`config.mk`:
```
export PLATFORM = sky130hd
export DESIGN_NAME = instr_fetch_queue
export DESIGN_NICKNAME = d
export VERILOG_FILES = /design/src/rtl/instr_fetch_queue.sv
export SDC_FILE = /design/constraint.sdc
export NUM_CORES = 1
export LEC_CHECK = 0
export ABC_AREA = 1
export CORE_UTILIZATION = 50
export DETAILED_ROUTE_END_ITERATION = 10
export HOLD_SLACK_MARGIN = 0.02
export PLACE_DENSITY = 0.78
export SLEW_MARGIN = 30
export SYNTH_ARGS = -nofsm -noshare
export SYNTH_HDL_FRONTEND = slang
export SYNTH_SLANG_ARGS = --single-unit
```
`constraint.sdc`:
```
create_clock -name clk -period 6.95 [get_ports clk]
set_clock_uncertainty 0.1 [all_clocks]
set_input_delay 1.39 -clock clk [delete_from_list [all_inputs] [get_ports clk]]
set_output_delay 1.39 -clock clk [all_outputs]
set_load 0.02 [all_outputs]
```
`src/rtl/instr_fetch_queue.sv`:
```
// instr_fetch_queue: sequential instruction fetch with one outstanding request, PC-tagged FIFO and redirect flush
module instr_fetch_queue #(
   parameter int          DEPTH    = 4,
   parameter logic [31:0] RESET_PC = 32'h0000_0000
) (
   input  logic        clk,
   input  logic        rst_n,
   output logic        imem_req,
   output logic [31:0] imem_addr,
   input  logic        imem_rvalid,
   input  logic [31:0] imem_rdata,
   input  logic        redirect,
   input  logic [31:0] redirect_pc,
   output logic        instr_valid,
   output logic [31:0] instr,
   output logic [31:0] instr_pc,
   input  logic        instr_ready,
   output logic [2:0]  fifo_count
);
   localparam int AW = $clog2(DEPTH);
   localparam logic [2:0] FULL = 3'(DEPTH);
   typedef enum logic [1:0] {IDLE, WAIT, DROP} state_t;
   state_t state, state_nx;
   logic [31:0] fetch_pc;
   logic [31:0] fifo_pc [DEPTH];
   logic [31:0] fifo_ins [DEPTH];
   logic [AW-1:0] rd_ptr, wr_ptr;
   logic [2:0] count;
   logic push, pop;
   assign instr_valid = count != 3'd0;
   assign instr       = instr_valid ? fifo_ins[rd_ptr] : '0;
   assign instr_pc    = instr_valid ? fifo_pc[rd_ptr] : '0;
   assign fifo_count  = count;
   assign imem_addr   = imem_req ? fetch_pc : '0;
   // handshake decode and next state; rst_n gates the request so it stays low while reset is held
   always_comb begin
      pop      = instr_valid & instr_ready & ~redirect;
      push     = (state == WAIT) & imem_rvalid & ~redirect;
      imem_req = rst_n & (state == IDLE) & ~redirect & ((count != FULL) | pop);
      state_nx = state;
      if (state == IDLE) state_nx = imem_req ? WAIT : IDLE;
      else if (imem_rvalid) state_nx = IDLE;
      else if (redirect) state_nx = DROP;
   end
   // control state: redirect flushes the queue and retargets the fetch PC ahead of any push/pop
   always_ff @(posedge clk or negedge rst_n) begin
      if (!rst_n) begin
         state    <= IDLE;
         fetch_pc <= RESET_PC;
         rd_ptr   <= '0;
         wr_ptr   <= '0;
         count    <= '0;
      end else begin
         state <= state_nx;
         if (redirect) begin
            fetch_pc <= {redirect_pc[31:2], 2'b00};
            rd_ptr   <= '0;
            wr_ptr   <= '0;
            count    <= '0;
         end else begin
            if (push) begin
               fetch_pc <= fetch_pc + 32'd4;
               wr_ptr   <= wr_ptr + 1'b1;
            end
            if (pop) rd_ptr <= rd_ptr + 1'b1;
            count <= count + {2'b00, push} - {2'b00, pop};
         end
      end
   end
   // entry storage needs no reset: outputs are masked while the queue is empty
   always_ff @(posedge clk) begin
      if (push) begin
         fifo_pc[wr_ptr]  <= fetch_pc;
         fifo_ins[wr_ptr] <= imem_rdata;
      end
   end
endmodule

```
# After elaboration in Yosys (flattened, before gate mapping)
# Memories as Yosys holds them, arrays and structs flattened.
# Index checks and enable logic that the tools add are counted.
word_totals:
  inputBits: 69
  output_inout_bits: 101
  mem_count: 2
  reg_bits: 41
  mem_bits_rw: 256
op_classes:
  add_sub_neg: 5
  reduce_logical: 5
  bitwise: 9
  n_eq_ne: 2
  muxes: 16
memory_table:
  columns: ["memory", "depth", "word_bits", "read_ports", "rd_clocked_by_memory_dff", "write_ports", "line_no", "rtl"]
  rows:
  - ["fifo_ins", 4, 32, 1, 0, 1, "26", "logic [31:0] fifo_ins [DEPTH];"]
  - ["fifo_pc", 4, 32, 1, 0, 1, "25", "logic [31:0] fifo_pc [DEPTH];"]
ops:
  columns: ["op", "count"]
  rows:
  - ["32-bit two-way mux", 5]
  - ["32-bit by 3-bit adder with 32-bit output (second input constant)", 1]
  - ["2-bit two-way mux", 7]
  - ["1-bit AND", 7]
  - ["3-bit nonzero test", 2]
  - ["2-bit by 1-bit adder with 2-bit output (second input constant)", 2]
  - ["2-bit nonzero test", 2]
  - ["3-bit by 1-bit adder with 3-bit output", 1]
  - ["1-bit two-way mux", 3]
  - ["3-bit two-way mux", 1]
  - ["3-bit inequality test (second input constant)", 1]
  - ["3-bit by 1-bit subtractor with 3-bit output", 1]
  - ["2-bit by 1-bit == test with 1-bit output (second input constant)", 1]
  - ["2-bit logical NOT", 1]
  - ["1-bit NOT", 1]
  - ["1-bit OR", 1]

# Depth between registers and ports, before layout
# Gate-level depths: netlist of run 1.
depth:
  ltp_word: 7
  ltp_mapped: 13

# Worst setup path before layout of run 1
# Ideal clock, no wire load.
synth_path:
  kind: "input to register"
  startpoint: "input port redirect"
  endpoint: "memory fifo_ins[0][0] (enable)"
  arrival_time_ps: 4508
  required_time_ps: 6368
  n_path_buf: 2
  cell_stages: 5
  slack_ps: 1860
  setup_ps: 482
  path_cell_list: "clkbuf_1 -> nor2_1 -> buf_4 -> inv_2 -> nor2_1"
synth_via:
  elab_chain_len: 4
synth_rtl:
  columns: ["element", "line_no", "rtl"]
  rows:
  - ["from (decl)", "12", "input logic redirect,"]
  - ["1-bit NOT", "38", "push = (state == WAIT) & imem_rvalid & ~redirect;"]
  - ["1-bit AND", "38", null]
  - ["1-bit two-way mux", "72", "if (push) begin"]
  - ["1-bit two-way mux (not written as such)", "74", "fifo_ins[wr_ptr] <= imem_rdata;"]
  - ["to (decl)", "26", null]
# Every way passes these cells.

# Worst setup path after layout of run 1
layout_path:
  startpoint: "register rd_ptr[0]"
  endpoint: "output port instr[25]"
layout_via:
  elab_chain_len: 2
layout_rtl:
  columns: ["element", "line_no", "rtl"]
  rows:
  - ["from (decl)", "27", "logic [AW-1:0] rd_ptr, wr_ptr;"]
  - ["from (signal assigned)", "65", "if (pop) rd_ptr <= rd_ptr + 1'b1;"]
  - ["memory 4 x 32 bit", null, null]
  - ["32-bit two-way mux", "31", "assign instr = instr_valid ? fifo_ins[rd_ptr] : '0;"]
  - ["to (decl)", "15", "output logic [31:0] instr,"]
# Every way passes these cells.

==> summary.md, run 1 <==
The flow ran to the end, and the final reports show no timing, DRC or antenna violations. The number of port buffers was 163; the final core area utilization was 62.4%. Post-CTS repair changed the size of 0 cells. The tools report the total length of routed wires as 29300 um. Startpoint of the tightest hold check path: state[0]. Setup slack closes at 1730 ps. The highest clock rate is 0.192 GHz, and the number of maximum-capacitance violations is 0. The largest total area in the synthesized netlist belongs to edfxtp_1. The routed length on met3 was 2140 um; the initial antenna violation count was 0. A synthesized cell averages 10.5 sq um. Boundary pin count: 170.

The average vias per placed instance is 5.32. TritonCTS built the clock tree. The total standard cell area after synthesis is 12400 sq um. In this run the vertical extent of the chip is 160 um.

The setup check on the worst reg-to-reg path leaves a slack of 3860 ps. For this block, wires on met1 add up to 12700 um. In this run the tightest slew margin relative to its limit is 35.3%. Of the cells placed in the final design, the portion with a size suffix greater than 1 is 6.32%. The deepest level of the CTS H-tree is 1, and the standard cell core area is 24300 sq um. Measured along the x axis, the die boundary spans 160 um.

Walking the worst path, the cells encountered are clkinv_2 > buf_4 > o21ai_0 > a21oi_1 > clkdlybuf4s50_1. The sum of negative setup slack was 0 ps. The count of standard-cell rows is 57, and the area enclosed by the die boundary is 25500 sq um.

The initial utilization of the core area, before any placement, comes to 51.1%. After clock tree synthesis, the clock-pin slew on the worst setup and hold paths is 60 ps. The met2 wire length was 14000 um.

The distinct cell type count after synthesis was 35; the overall fraction of global-route tracks in use was 23.2%. 0 antenna diodes ended up in the layout. The shortest period the worst path allows works out to 5220 ps. The tools report the hold-critical path endpoint as state[0]. The first global-routing pass estimated 46300 um of wire.

The cell family contributing the most delay on the critical path is buffers and inverters. Across the whole layout, storage elements account for 8430 sq um. The highest metal layer carrying signal wires in the routed design is met4.

Final hold analysis gives a worst-case slack of 423 ps. During synthesis, Yosys emitted a total of 0 warnings. The total of flip-flops plus latches after synthesis is 287.

At the pin with the least slew margin, the transition time is 970 ps. The area of the multi-input gates is 3500 sq um. Summing all non-filler instances in the final layout gives an area of 15200 sq um.

The tree built by TritonCTS fans out to 287 sinks. The worst IR drop on VDD is 0.284 mV, and the path depth of the worst reg2reg path is 8. STA puts the critical path data arrival time at 3730 ps. In this run the biggest area consumer among cell types represents 60.0% of the synthesized area. Global routing finished with a remaining overflow of 0.

Clock latency on the worst-skew pair, taken at its later pin, is 540 ps. Entering global routing, the biggest net connects 77 pins. The run gives 5 as the number of optimization iterations in the first detailed-route pass. Once detailed placement completed, the half-perimeter wirelength came to 17300 um. Setup repair after global routing left no endpoint under its margin.

The count of endpoints failing hold in the final timing report was 0; the signed area change from the synthesized netlist to the final layout was 22.3%. The number of buffers added by the clock tree synthesis step came out at 28. Number of global-route vias before repair: 8717.

The tools report the endpoint of the most critical register-to-register path as fifo_pc[3][23]. The buffer cell driving the clock tree root was clkbuf_16. In the final routed layout, each cell accounts on average for 17.6 um. STA puts the critical path data required time at 5460 ps. After the last flow step, the layout net total stands at 1401.

The placed instances occupy a cell area of 14300 sq um. The detailed router finished its first iteration with 771 violations. By area the synthesized netlist is led by edfxtp_1 60%, nor2_1 10%, dfrtp_1 7.9%. The kind of capture point of the worst setup path was an output port. The run gives 5.47 nW as the leakage power. On the critical path, the stage with the largest delay is an instance of dfrtp_4. The worst hold path belongs to the class register to register. The worst hold path was traced through 2 stages. Synthesis produced a netlist whose cell count is 1179.

In this run the remaining antenna-violating nets after routing total 0. The critical path in this run is classified as register to output port. The worst setup path is launched from a register. Post-CTS timing repair inserted 0 buffers for setup. The peak fanout along the critical path works out to 64. Buffers inserted to repair hold after CTS numbered 0. Prior to clock tree synthesis, the placed netlist has a worst setup slack of 1850 ps. For this block, the via count after detailed routing is 8883. The fraction of the cycle the final worst path needs was 75.1%. Final count of pins violating max slew: 0. The worst stage delay on the critical path is 790 ps, and the sequential element share of the synthesized area is 67.8%. The power per cell area works out to 337 nW/um^2. The clock tree buffer depth was 3; the worst path buffer plus inverter count was 3. The startpoint identified for the worst register-to-register timing path is state[0].

The congestion estimate from routability-driven global placement came to 0.937. The layout has 1879 filler cells. Setup violations remaining at the end of the flow were counted as 0. In the routed design, unresolved DRC markers number 0.
[layer usage]
layer,track usage [%],up-vias
met3,3.59,36
met5,0,-
met4,5.86,0
met2,38.2,350
met1,32.5,4220
li1,-,4277
[sequential cells by signal (all words and copies together), names as in the netlist]
register,flops
fifo_count,3
fetch_pc,30
fifo_pc,120
state,2
fifo_ins,128
rd_ptr,2
wr_ptr,2
[power by group]
group | internal, mW | leakage [nW] | switching, mW
Sequential | 1.94 | 2.72 | 0.104
Clock | 0.860 | 0.450 | 0.606
Combinational | 0.613 | 2.31 | 0.987
Total | 3.42 | 5.47 | 1.70
[how the worst max path moves through the flow]
stage	start	end	slack [ps]	cells after the start
3_3_place_gp	redirect	imem_addr[7]	1890	5
4_1_cts	rd_ptr[0]	instr_pc[29]	1660	5
5_1_grt	rd_ptr[0]	instr[25]	1440	5
3_5_place_dp	redirect	imem_addr[9]	1850	5
2_1_floorplan	redirect	fifo_ins[0][0]	1860	5
6_report	rd_ptr[0]	instr[25]	1730	5
[cell usage after synthesis]
| master | instances |
|---|---|
| a21oi_1 | 71 |
| a31oi_1 | 1 |
| and2_1 | 2 |
| and3_1 | 1 |
| buf_1 | 3 |
| buf_2 | 20 |
| buf_4 | 6 |
| buf_6 | 3 |
| clkbuf_1 | 27 |
| clkbuf_2 | 4 |
| clkinv_2 | 1 |
| conb_1 | 1 |
| dfrtp_1 | 39 |
| edfxtp_1 | 248 |
| fa_1 | 1 |
| ha_1 | 7 |
| inv_1 | 55 |
| inv_2 | 3 |
| nand2_1 | 137 |
| nand2_2 | 3 |
| nand3_1 | 44 |
| nand4_1 | 2 |
| nand4_4 | 1 |
| nor2_1 | 331 |
| nor2_2 | 10 |
| nor2_4 | 4 |
| nor3_1 | 2 |
| o211ai_1 | 4 |
| o21ai_0 | 133 |
| o21ai_2 | 1 |
| o21bai_1 | 3 |
| o221ai_1 | 1 |
| o22ai_1 | 1 |
| xnor2_1 | 1 |
| xor2_1 | 8 |
[tightest hold or removal path, cell delays in order (launching register included)]
cell     delay [ps]
dfrtp_1         380
nand2_1          60
nand2_1          50
[final cells by class]
cell class	instances	area share, %
multi-input cells	773	23.1
clock inverters	12	0.544
flip-flops and latches	287	55.5
well taps	324	2.67
inverters	59	1.47
clock buffers	40	5.45
repair buffers	175	11.3
[metrics by stage]
| step | total power, mW | cells |
|---|---|---|
| after floorplan | 2.96 | 1182 |
| after global placement | 3.66 | 1618 |
| after detailed placement | 3.68 | 1618 |
| after CTS | 5.14 | 1670 |
| after global routing | 5.35 | 1670 |
| final | 5.11 | 1670 |
[cell usage in the layout (no fill, tap or decap), drive strengths merged]
master / count
a21oi: 71
a31oi: 1
and2: 2
and3: 1
buf: 13
bufinv: 1
clkbuf: 40
clkdlybuf4s50: 162
clkinv: 12
clkinvlp: 1
conb: 4
dfrtp: 39
edfxtp: 248
fa: 1
ha: 7
inv: 57
nand2: 140
nand3: 44
nand4: 3
nor2: 345
nor3: 2
o211ai: 4
o21ai: 134
o21bai: 3
o221ai: 1
o22ai: 1
xnor2: 1
xor2: 8
[logic make-up (layout without fill, tap and decap cells)]
kind of cell / after synthesis / after routing / share of synthesized area (%)
AND/OR/NAND/NOR: 537 / 537 / 17.4
buffers and inverters: 122 / 286 / 4.30
XOR/XNOR: 9 / 9 / 0.635
AO/OA/AOI/OAI: 215 / 215 / 8.89
other: 1 / 4 / 0.0302
flip-flops: 287 / 287 / 67.8
adder cells (fa/ha/maj): 8 / 8 / 0.867
Power figures use the tool's default switching activity.
==> run 2, diff against run 1 <==
- PLACE_DENSITY: 0.78 -> 0.81
- clock period: 6.95 -> 4.7 ns (I/O delays scaled with it)
==> run 2 against run 1 <==
Net effect: global-route usage grew 0.22 points; setup slack lost 1200 ps; count of clock-buffer cells in the layout shrank 3; first-iteration DRC count shrank 8.3%; register-to-register slack lost 1800 ps; flip-flop and latch count is the same; combinational power grew 50%; largest power group unchanged.
==> summary.md, run 2 (synthesis results as in run 1) <==
Leading cell types in the layout, fill and taps excluded: 327 x nor2_1, 248 x edfxtp_1, 162 x clkdlybuf4s50_1 (unchanged). The standard cell with the maximum stage delay on the critical path is clkdlybuf4s50_1 (was dfrtp_4). Clock network power share: 30.8% (was 28.7%). The sum of negative setup slack is 0 ps (unchanged), and the count of placed standard cells including taps is 1626 (was 1618). CP Cell Sequence: clkdlybuf4s50_1 > nor2_1 > nand4_4 > nor2_1 > clkdlybuf4s50_1 (was clkinv_2 > buf_4 > o21ai_0 > a21oi_1 > clkdlybuf4s50_1). The run gives 0 (unchanged) as the final count of negative-setup-slack endpoints.

The leakage power was 5.57 nW (was 5.47 nW); the initial antenna violation count was 0 (unchanged). The ratio of cells with drive above 1 in the final layout is 6.86% (was 6.32%), and the buffer count from post-CTS setup fixing is 0 (unchanged). DRC violations left: 0 (unchanged). The nature of the critical path startpoint is an input pin (was a register). The die width works out to 160 um (unchanged). The path depth of the worst reg2reg path works out to 12 (was 8). The fraction of power consumed by sequential logic was 38.6% (was 40.0%). Number of sinks handled by clock tree synthesis: 287 (unchanged).

The per-cell routed wire length was 17.9 um (was 17.6 um); the clock input transition at the sequential cells of the worst setup and hold paths was 60 ps (about the same). The transition at the pin with the smallest max-transition slack is 862 ps (was 970 ps), and the pin count of the biggest net entering global routing is 81 (was 77). The worst hold path class is register to register (unchanged). Total half-perimeter wirelength after legalization and detailed placement: 18200 um (was 17300 um).

The signed area change from the synthesized netlist to the final layout works out to 23.9% (was 22.3%). The peak fanout along the critical path was 32 (was 64); the clock latency at the later pin of the worst-skew pair was 550 ps (was 540 ps). For the final count of pins violating max slew, the log shows 0 (unchanged). The switching share of power works out to 32.7% (was 33.2%). For the critical path data arrival time, the log shows 3170 ps (was 3730 ps).

The worst setup path startpoint is redirect (was rd_ptr[0]). Setup repair after global routing left no endpoint under its margin. The data required time at the worst endpoint was 3660 ps (was 5460 ps); the worst IR drop on VDD was 0.516 mV (was 0.284 mV). The area enclosed by the die boundary was 25500 sq um (unchanged). The total length of routed wires was 30000 um (was 29300 um).

The run gives 12800 um (was 12700 um) as the sum of routed wire segments on met1. The run finished with clean final reports. The highest routing layer actually used is met4 (unchanged). Buffer cell driving the clock tree root: clkbuf_16 (unchanged). For the internal power contribution, the log shows 5.27 mW (was 3.42 mW).

The number of maximum-capacitance violations is 0 (unchanged). The count of standard-cell rows is 57 (unchanged), and the y dimension of the die is 160 um (unchanged). Number of standard cells in the final layout excluding fillers: 1680 (was 1670). The shortest period the worst path allows was 4210 ps.

For the count of endpoints failing hold in the final timing report, the log shows 0 (unchanged). The met2 wire length was 14400 um (was 14000 um); the via count was 9030 (was 8883). The number of optimization iterations in the first detailed-route pass is 6 (was 5). The tools report the deepest level of the CTS H-tree as 1 (unchanged). Regs by FF count: fifo_ins (128), fifo_pc (120), fetch_pc (30) (unchanged). Most common cell after layout, fill and taps aside: nor2_1 (unchanged). Kind of capture point of the worst setup path: an output port (unchanged). The fraction of the cycle the final worst path needs came out at 89.7%.

Capture point of the critical path: imem_addr[4] (was instr[25]). The number of gates given a new drive strength after cts came out at 0 (unchanged). Net total in the final layout: 1410 (was 1401). The power per cell area came out at 509 nW/um^2 (was 337 nW/um^2). For the post-detailed-route count of antenna-violating nets, the log shows 0 (unchanged). Critical path class: input pin to output port (was register to output port).

The switching power of the nets was 2.56 mW (was 1.70 mW). The tools report the source of the worst register-to-register timing path as state[0] (unchanged). The run gives 23.5% (was 23.2%) as the overall fraction of global-route tracks in use. Average vias per placed instance: 5.38 (was 5.32). The top register by number of flip-flops was fifo_ins (unchanged). Layout filler cell count: 1799 (was 1879).

The number of port buffers is 163 (unchanged). The logs give 42.5% (was 35.3%) for the headroom to the max-slew limit and 46500 um (was 46300 um) for the first-pass GRT wire length. The logs give 3 (unchanged) for the clock tree buffer depth and 0 (unchanged) for the number of inserted diodes.

The overall power was 7.83 mW (was 5.11 mW); the standard cell core area was 24300 sq um (unchanged). The run gives 29 (was 28) as the number of buffers added by the clock tree synthesis step. The number of hold buffers added after cts came out at 0 (unchanged). Endpoint of the most critical register-to-register path: fifo_count[2] (was fifo_pc[3][23]).

The tools report the routed length on met3 as 2350 um (was 2140 um). Static timing analysis puts the maximum clock frequency at 0.237 GHz. For the slack of the worst reg-to-reg path, the log shows 2080 ps (was 3860 ps). The flip-flop count of the largest register, all copies and words added came out at 128 (unchanged). Number of DRC violations after detailed-routing iteration 0: 707 (was 771). The initial core utilization came out at 51.1% (unchanged). Number of global-route vias before repair: 8574 (was 8717).

The boundary pin count was 170 (unchanged). TritonCTS built the clock tree. The final weighted congestion in routability-driven placement is 0.912 (was 0.937). The overall overflow remaining after global route is 0 (unchanged), and the worst stage delay on the critical path is 650 ps (was 790 ps).

The share of total power in combinational logic was 30.6% (was 31.3%).
-- run 2: final cells by class --
class	count	area, sq um	share of cell area [%]
sequential	287	8430	54.8
multi-input combinational	773	3500	22.8
timing repair buffer	183	1810	11.8
clock buffer	37	766	4.98
tap	324	405	2.64
clock inverter	17	244	1.59
inverter	59	223	1.45
-- run 2: how the worst min path moves through the flow --
stage | startpoint | endpoint | slack, ps | cells after the start
floorplan | state[0] | state[0] | 370 | 2
CTS | state[0] | state[0] | 420 | 2
detailed placement | state[0] | state[0] | 410 | 2
finish | state[0] | state[0] | 420 | 2
global placement | state[0] | state[0] | 390 | 2
global route | state[0] | state[0] | 480 | 2
-- run 2: through the flow --
step	cell area, sq um	worst slack, ps	hold slack [ps]	utilization [%]
after floorplan	12400	60.0	372	-
after global placement	14400	541	392	59.1
after detailed placement	14400	468	407	59.1
after CTS	15400	467	423	63.2
after global routing	15400	320	479	63.2
final	15400	486	425	63.2
-- run 2: worst max-delay path: cells and delay by family --
family	cells	cell delay (ps)
buffers and inverters	2	1180
AND/OR/NAND/NOR	3	1040
-- run 2: power by group through the flow --
stage | Sequential, mW | Combinational (mW) | Clock (mW)
finish | 3.02 | 2.40 | 2.41
global placement | 3.07 | 2.35 | 0
CTS | 3.02 | 2.41 | 2.44
global route | 3.04 | 2.57 | 2.55
floorplan | 3.00 | 1.37 | 0
detailed placement | 3.08 | 2.39 | 0
-- run 2: routing by layer --
layer | vias to the layer above | GRT usage, %
met5 | - | 0
met1 | 4305 | 32.8
met2 | 387 | 38.7
met4 | 0 | 5.77
li1 | 4301 | -
met3 | 37 | 3.49
